**src/rtl/bcd_sseg_pkg.sv**
```systemverilog
// Shared seven-segment types, glyph table and code-to-segment encoding.
package bcd_sseg_pkg;

  typedef logic [6:0] seg_t;  // {g,f,e,d,c,b,a}, active-high

  localparam seg_t SEG_BLANK = 7'h00;
  localparam seg_t SEG_DASH  = 7'h40;

  localparam seg_t SEG_LUT [16] = '{
    7'h3F, 7'h06, 7'h5B, 7'h4F, 7'h66, 7'h6D, 7'h7D, 7'h07,
    7'h7F, 7'h6F, 7'h77, 7'h7C, 7'h39, 7'h5E, 7'h79, 7'h71
  };

  function automatic seg_t enc_digit(input logic [3:0] code, input logic hex_mode);
    if ((code > 4'd9) && !hex_mode) begin
      return SEG_DASH;
    end
    return SEG_LUT[code];
  endfunction

endpackage

```
**src/rtl/bcd_sseg_scan_enc.sv**
```systemverilog
// Combinational encoder for one 4-bit digit code into active-high segments.
module sseg_digit_enc
  import bcd_sseg_pkg::*;
#(
  parameter int unsigned HEX_MODE = 0
) (
  input  logic [3:0] code,
  output seg_t       seg
);

  assign seg = enc_digit(code, HEX_MODE != 0);

endmodule

```
**src/rtl/bcd_sseg_scan.sv**
```systemverilog
// Time-multiplexed multi-digit seven-segment driver with leading-zero blanking,
// decimal points, invalid-code flagging and selectable pin polarity.
module bcd_sseg_scan
  import bcd_sseg_pkg::*;
#(
  parameter int unsigned NUM_DIGITS     = 4,
  parameter int unsigned REFRESH_DIV    = 50000,
  parameter int unsigned HEX_MODE       = 0,
  parameter int unsigned SEG_ACTIVE_LOW = 0,
  parameter int unsigned DIG_ACTIVE_LOW = 1
) (
  input  logic                    clk,
  input  logic                    rst_n,
  input  logic                    en,
  input  logic                    load,
  input  logic                    blank_lz,
  input  logic [4*NUM_DIGITS-1:0] bcd_in,
  input  logic [NUM_DIGITS-1:0]   dp_in,
  output logic [6:0]              seg_out,
  output logic                    dp_out,
  output logic [NUM_DIGITS-1:0]   dig_sel,
  output logic                    err
);

  localparam int unsigned IdxW = (NUM_DIGITS > 1) ? $clog2(NUM_DIGITS) : 1;
  localparam int unsigned DivW = $clog2(REFRESH_DIV);
  localparam logic [DivW-1:0] DivLast = DivW'(REFRESH_DIV - 1);
  localparam logic [IdxW-1:0] IdxLast = IdxW'(NUM_DIGITS - 1);

  logic [4*NUM_DIGITS-1:0] shadow_q;
  logic [NUM_DIGITS-1:0]   dp_sh_q;
  logic [DivW-1:0]         div_q, div_d;
  logic [IdxW-1:0]         idx_q, idx_d;
  logic                    err_q, err_d;
  seg_t                    seg_q, seg_d;
  logic                    dp_q, dp_d;
  logic [NUM_DIGITS-1:0]   dig_q, dig_d;

  logic                    term;
  logic                    bad_code;
  logic                    zero_run;
  logic [NUM_DIGITS-1:0]   blank_vec;
  logic [3:0]              cur_code;
  seg_t                    cur_seg;

  assign term = (div_q == DivLast);

  // Divider and digit index; en low parks both at zero.
  always_comb begin
    div_d = div_q;
    idx_d = idx_q;
    if (!en) begin
      div_d = '0;
      idx_d = '0;
    end else if (term) begin
      div_d = '0;
      idx_d = (idx_q == IdxLast) ? '0 : idx_q + 1'b1;
    end else begin
      div_d = div_q + 1'b1;
    end
  end

  always_comb begin
    bad_code = 1'b0;
    for (int i = 0; i < int'(NUM_DIGITS); i++) begin
      if (bcd_in[4*i +: 4] > 4'd9) bad_code = 1'b1;
    end
  end

  assign err_d = err_q | (load & bad_code & (HEX_MODE == 0));

  // A digit is blanked when it and every more-significant digit are zero.
  always_comb begin
    zero_run  = 1'b1;
    blank_vec = '0;
    for (int i = int'(NUM_DIGITS) - 1; i > 0; i--) begin
      zero_run     = zero_run & (shadow_q[4*i +: 4] == 4'd0);
      blank_vec[i] = blank_lz & zero_run;
    end
  end

  assign cur_code = shadow_q[4*int'(idx_q) +: 4];

  sseg_digit_enc #(
    .HEX_MODE (HEX_MODE)
  ) u_enc (
    .code (cur_code),
    .seg  (cur_seg)
  );

  // Terminal count drives a one-cycle dark gap between slots to avoid ghosting.
  always_comb begin
    seg_d = SEG_BLANK;
    dp_d  = 1'b0;
    dig_d = '0;
    if (en) begin
      seg_d = blank_vec[idx_q] ? SEG_BLANK : cur_seg;
      dp_d  = dp_sh_q[idx_q];
      if (!term) dig_d[idx_q] = 1'b1;
    end
  end

  always_ff @(posedge clk or negedge rst_n) begin
    if (!rst_n) begin
      shadow_q <= '0;
      dp_sh_q  <= '0;
      div_q    <= '0;
      idx_q    <= '0;
      err_q    <= 1'b0;
      seg_q    <= SEG_BLANK;
      dp_q     <= 1'b0;
      dig_q    <= '0;
    end else begin
      if (load) begin
        shadow_q <= bcd_in;
        dp_sh_q  <= dp_in;
      end
      div_q <= div_d;
      idx_q <= idx_d;
      err_q <= err_d;
      seg_q <= seg_d;
      dp_q  <= dp_d;
      dig_q <= dig_d;
    end
  end

  assign seg_out = (SEG_ACTIVE_LOW != 0) ? ~seg_q : seg_q;
  assign dp_out  = (SEG_ACTIVE_LOW != 0) ? ~dp_q : dp_q;
  assign dig_sel = (DIG_ACTIVE_LOW != 0) ? ~dig_q : dig_q;
  assign err     = err_q;

endmodule

```
**config.mk**
```make
export PLATFORM = sky130hd
export DESIGN_NAME = bcd_sseg_scan
export DESIGN_NICKNAME = d
export VERILOG_FILES = /design/src/rtl/bcd_sseg_pkg.sv /design/src/rtl/bcd_sseg_scan_enc.sv /design/src/rtl/bcd_sseg_scan.sv
export SDC_FILE = /design/constraint.sdc
export NUM_CORES = 1
export LEC_CHECK = 0
export ABC_CLOCK_PERIOD_IN_PS = 4000
export CAP_MARGIN = 15
export CORE_MARGIN = 10
export CORE_UTILIZATION = 55
export DETAILED_ROUTE_END_ITERATION = 10
export PLACE_DENSITY = 0.84
export SYNTH_ARGS = -nofsm -noshare
export SYNTH_HDL_FRONTEND = slang
export SYNTH_HIERARCHICAL = 1
export SYNTH_SLANG_ARGS = --single-unit
```
**constraint.sdc**
```tcl
create_clock -name clk -period 4 [get_ports clk]
set_input_delay 0.8 -clock clk [delete_from_list [all_inputs] [get_ports clk]]
set_output_delay 0.8 -clock clk [all_outputs]
set_load 0.03 [all_outputs]
```
; Word level (Yosys, flattened, before mapping)
; Memories as Yosys holds them, arrays and structs flattened.
; Index checks and enable logic that the tools add are counted.
[word_totals]
regBits = 51
rom_bits = 112
elab_cells = 61
n_memories = 1
[mem_list]
columns = name, words, width, rd, rd_ports_with_merged_regs, write_ports, line
row1 = (no name shown), 16, 7, 1, 0, 0, bcd_sseg_pkg.sv:18  ; return SEG_LUT[code];
[op_classes]
n_addsub = 2
n_lt_le_gt_ge = 8
n_eq_ne = 3
n_shift = 1
muxes = 25
bitwise = 9
reduce_logical = 4
[op_table]
columns = op, n
row1 = 7-bit 2-to-1 mux, 6
row2 = 16-bit 2-to-1 mux, 2
row3 = "4-bit > comparator, second input constant", 5
row4 = "16-bit by 1-bit adder with 16-bit output, second input constant", 1
row5 = "16-bit == test, second input constant", 1
row6 = 16-bit by 5-bit variable part select with 4-bit output, 1
row7 = 4-bit logical NOT, 3
row8 = 1-bit 2-to-1 mux, 9
row9 = 4-bit 2-to-1 mux, 2
row10 = 1-bit bitwise AND, 6
row11 = 2-bit 2-to-1 mux, 3
row12 = "5-bit greater-or-equal comparator, second input constant", 1
row13 = 4-bit NOT with 5-bit output, 1
row14 = 1-bit binary-select mux with 2-bit select, 2
row15 = 4-bit NOT, 1
row16 = "2-bit by 3-bit < comparator with 1-bit output, second input constant", 1
row17 = "2-bit by 1-bit adder with 2-bit output, second input constant", 1
row18 = 1-bit demux with 2-bit select, 1
row19 = "2-bit == test, second input constant", 1
row20 = "2-bit by 1-bit greater-or-equal comparator with 1-bit output, second input constant", 1
row21 = "2-bit by 1-bit inequality test with 1-bit output, second input constant", 1
row22 = 1-bit logical AND, 1
row23 = 1-bit bitwise OR, 1

; Longest topological paths before layout
[depth]
word_depth = 8
depth_mapped = 10
depth_no_buf = 8

; By module
; The synthesis kept the hierarchy.
[modules_own_cells]
columns = mod, n_inst, cells_per_inst, area_per_inst_um2, seq_area_each_um2
row1 = bcd_sseg_scan, 1, 192, 2301.0, 1276.2
row2 = sseg_digit_enc, 1, 37, 289.0, 0.0

; Worst setup path before layout
; Ideal clock, no wire load.
[synth_path]
path_kind = register -> register
from = register idx_q[0]
to = register seg_q[3], in the netlist seg_out[3]
setup_ps = 136
arrival_time_ps = 2023
slack_ps = 1841
stages_incl_launch_ff = 11
n_path_buf = 2
period_less_slack_ps = 2159
cell_sequence = dfrtp_1 -> buf_2 -> mux4_2 -> inv_1 -> ha_1 -> buf_6 -> mux2i_1 -> o22a_1 -> o22ai_2 -> nand2_1 -> nor2_1
[synth_via]
elab_chain_len = 8
elab_cells_between_ends = 12
cone_classes = 1 x order compare / 1 x shift / 8 x mux / 1 x bitwise / 1 x memory
[synth_rtl]
columns = item, line
row1 = start: declaration, bcd_sseg_scan.sv:33  ; logic [IdxW-1:0] idx_q, idx_d;
row2 = start signal: assignment, bcd_sseg_scan.sv:119  ; idx_q <= idx_d;
row3 = 16-bit by 5-bit variable part select with 4-bit output *, bcd_sseg_scan.sv:82  ; assign cur_code = shadow_q[4*int'(idx_q) +: 4];
row4 = named net cur_code[1], bcd_sseg_scan.sv:43  ; logic [3:0] cur_code;
row5 = 4-bit NOT with 5-bit output (not written as such), bcd_sseg_pkg.sv:18
row6 = memory 16 x 7 bit, -
row7 = 7-bit 2-to-1 mux (not written as such) (2 in series), bcd_sseg_pkg.sv:18
row8 = 7-bit 2-to-1 mux *, bcd_sseg_pkg.sv:18
row9 = named net cur_seg[3], bcd_sseg_scan.sv:44  ; seg_t cur_seg;
row10 = 7-bit 2-to-1 mux *, bcd_sseg_scan.sv:97  ; seg_d = blank_vec[idx_q] ? SEG_BLANK : cur_seg;
row11 = 7-bit 2-to-1 mux *, bcd_sseg_scan.sv:96  ; if (en) begin
row12 = named net seg_d[3], bcd_sseg_scan.sv:35  ; seg_t seg_q, seg_d;
row13 = end signal: assignment, bcd_sseg_scan.sv:121  ; seg_q <= seg_d;
row14 = end: declaration, bcd_sseg_scan.sv:35
; Mark *: on every way through the listed nets, which the timed path passes. The rest lies on a longest branch. The select of a mux whose other input is x is not followed.
; A chain may end at the register's enable or synchronous reset.

; Final worst setup path
; Same ends and word-level chain as after synthesis.

==> metrics <==
Avg WL per Cell 15.6 microns; per-cell via count in the routed design 5.59; antenna diode count 0; number of hold buffers added after CTS 0; min setup slack post-route 1.50 ns; setup_tns 0 ns; Post-Synth XOR/XNOR Area 4.73%; slowest cell on the critical path sky130_fd_sc_hd__dfrtp_1; initial antenna violation count 0; worst slack at placement 1.53 ns; total core area 4440 sq um; Buf/Inv on CP 1; overall fraction of global-route tracks in use 13.1%; leading cell type in the layout, fill and taps excluded sky130_fd_sc_hd__dfrtp_1; critical-path maximum fanout 12; Final Hold Fails 0; Initial Utilization 58.3%; post-detailed-route count of antenna-violating nets 0; Post-synth EDFFs 0; source-to-sink clock delay at the later pin of the worst-skew pair 0.30 ns; Synth Cell Area 2590 sq um; kind of cell adding the most delay to the critical path multiplexers; die height 88.6 microns; area enclosed by the die boundary 7850 sq um; Die X-Extent 88.6 microns; Worst slew margin 39.5%; count of input and output buffers 37; minimum clock period 2.50 ns; total grt overflow 0; number of DRC violations after detailed routing 0; Cell Rows 24; Max Cap Violations 0; startpoint-to-endpoint class of the critical path register to register; syn avg cell area 11.3 sq um; synthesis-stage register bit count 51; maximum clock insertion buffer count 2; count of different cell masters after synthesis 37; clock transition at the register clock pins on the worst setup and hold paths after CTS 0.09 ns; flip-flop cell with the highest count after synthesis sky130_fd_sc_hd__dfrtp_1; Simple-Gate Fraction of Synth Area 16.8%; Final Non-Filler Cells 317; Resize count post-CTS 0; leak pwr 1.32 nW; Crit. path cell count 8; maximum achievable frequency 0.400 GHz; setup-violating endpoint count in the final report 0; share of synthesized cell area in full adder, half adder and majority cells 5.80%; synthesized-area fraction occupied by ao, oa, aoi and oai cells 5.41%; Post-DP HPWL 3540 microns; Synth async-reset ratio 100%; fraction of synthesized area in multiplexers 13.8%; IR Drop Worst-Case VDD 0.260 mV; Area growth, synth to finish 19.2%; overall power consumption 1.10 mW; max-slew violation count 0; syn nets 266; global-route wire length before repair 8260 microns; peak per-stage delay on the critical path 0.67 ns; depth of the CTS H-tree 2; period utilisation layout 62.5%; layout cells sized above 1 17.7%; clock root buffer sky130_fd_sc_hd__clkbuf_8; FF+latch area 1280 sq um; required time reported for the critical path endpoint 4.16 ns; data arrival time of the critical path 2.66 ns; IO Pins 38; number of DRC markers after the initial detailed-route iteration 109; CTS tree yes; number of clock buffers inserted by TritonCTS 5; type of origin of the critical path register; path depth of the worst reg2reg path 8; Syn Inst Count 229; final worst clock skew 0.00677 ns; final weighted congestion in routability-driven placement 0.819; number of nets in the finished design 302; total vias in the final route 1773; number of optimization iterations in the first detailed-route pass 4; CP Capture Type register; ordered list of cells on the worst path mux4_2, inv_1, ha_1, mux2i_1, o22a_1, o22ai_2, nand2_1, nor2_1; area of the multi-input gates 1210 sq um; power density over the cells 355 nW/um^2; largest net degree at the start of global routing 52; placed insts 309; number of warnings issued by yosys 6; Layout fillers 343; vias in the first global route 1748; pin slew with the least headroom to its limit 0.904 ns; setup repair after global routing missed its margin no; CTS Sinks 51; sequential area share after synthesis 49.3%; most frequent cells in the layout 51 x sky130_fd_sc_hd__dfrtp_1, 36 x sky130_fd_sc_hd__clkdlybuf4s50_1, 29 x sky130_fd_sc_hd__nor2_1, 20 x sky130_fd_sc_hd__mux2_2, 17 x sky130_fd_sc_hd__nand2_1; status finished clean; main combinational cell family by area after synthesis simple AND/OR/NAND/NOR gates; setup bufs post-CTS 0; Routed WL 4960 microns; kind of path behind the tightest hold check primary input to async pin
[cell families (layout without fill, tap and decap cells)]
| logic type | Yosys count | count (layout) |
|---|---|---|
| AOI/OAI and AO/OA | 20 | 20 |
| xor gates and xnor gates | 14 | 14 |
| adders and majority gates | 12 | 12 |
| buffers and inverters | 22 | 58 |
| DFF | 51 | 51 |
| muxes | 27 | 27 |
| and+or+nand+nor | 83 | 83 |
[state kept, by name, indices dropped and copies added (netlist names)]
| signal | cells |
|---|---|
| div_q | 16 |
| dig_q | 4 |
| dp_out | 1 |
| shadow_q | 16 |
| dp_sh_q | 4 |
| idx_q | 2 |
| seg_out | 7 |
| err | 1 |
[through the flow]
step / utilization (%) / cell area (sq um) / hold WS [ns]
finish: 69.5 / 3090 / 0.467
global route: 69.5 / 3090 / 0.490
CTS: 69.0 / 3070 / 0.477
detailed placement: 66.6 / 2960 / 0.451
global placement: 66.6 / 2960 / 0.447
floorplan: - / 2590 / 0.433
[layer usage]
metal  up-vias  global-route usage [%]  share of wire, %
met5         -                       0                 0
met4         0                    3.23              0.67
met3         4                    4.14               6.8
met2        50                    19.5                47
met1       860                    18.1                46
li1        859                       -                 -
[cell type report]
type	instances	share of cell area, %
timing repair buffer	38	12.5
tap	52	2.11
clock inverter	2	1.22
inverter	13	1.58
clock buffer	5	2.23
sequential	51	41.3
multi-input combinational	156	39.1
[synthesized netlist by cell type, types with 2 or more instances]
cell                        n  area (sq um)
sky130_fd_sc_hd__dfrtp_1   51          1280
sky130_fd_sc_hd__buf_2      2          10.0
sky130_fd_sc_hd__nor3_1     3          15.0
sky130_fd_sc_hd__ha_1      12           150
sky130_fd_sc_hd__mux2_2    20           225
sky130_fd_sc_hd__nand4_2    2          25.0
sky130_fd_sc_hd__and3_1     2          12.5
sky130_fd_sc_hd__xor2_1     2          17.5
sky130_fd_sc_hd__nor4_1     6          37.5
sky130_fd_sc_hd__and3_2     5          37.5
sky130_fd_sc_hd__nand2_1   17          63.8
sky130_fd_sc_hd__nand3_1    5          25.0
sky130_fd_sc_hd__mux4_2     5           113
sky130_fd_sc_hd__nor2_1    29           109
sky130_fd_sc_hd__mux2i_1    2          20.0
sky130_fd_sc_hd__clkbuf_1   4          15.0
sky130_fd_sc_hd__a21oi_1    3          15.0
sky130_fd_sc_hd__a21o_1     2          15.0
sky130_fd_sc_hd__and4bb_2   2          25.0
sky130_fd_sc_hd__buf_6      3          33.8
sky130_fd_sc_hd__xnor2_1   12           105
sky130_fd_sc_hd__inv_1     13          48.8
sky130_fd_sc_hd__nand4_1    5          31.3
sky130_fd_sc_hd__and2_1     2          12.5
sky130_fd_sc_hd__o21ai_0    8          40.0
[final timing paths]
path                           from         end  slack, ns
max in group asynchronous     rst_n  seg_out[0]       3.00
hold / removal                rst_n    div_q[9]       0.47
setup reg to reg           idx_q[0]  seg_out[3]       1.50
setup / recovery           idx_q[0]  seg_out[3]       1.50
hold reg to reg                 err         err       0.47
min in group clk                err         err       0.47
[worst register-to-register path: cells and delay by family, from the launching register on]
family / cells / cell delay (ns)
AO/OA/AOI/OAI: 2 / 0.24
adder cells (fa/ha/maj): 1 / 0.31
flip-flops: 1 / 0.67
AND/OR/NAND/NOR: 2 / 0.11
multiplexers: 2 / 0.90
buffers and inverters: 1 / 0.15
[power by group]
part | leakage [nW] | switching [mW] | internal (mW)
registers | 0.649 | 0.0195 | 0.547
logic | 0.623 | 0.0887 | 0.0901
clock network | 0.0502 | 0.168 | 0.183
total | 1.32 | 0.276 | 0.820
Power figures use the tool's default switching activity.
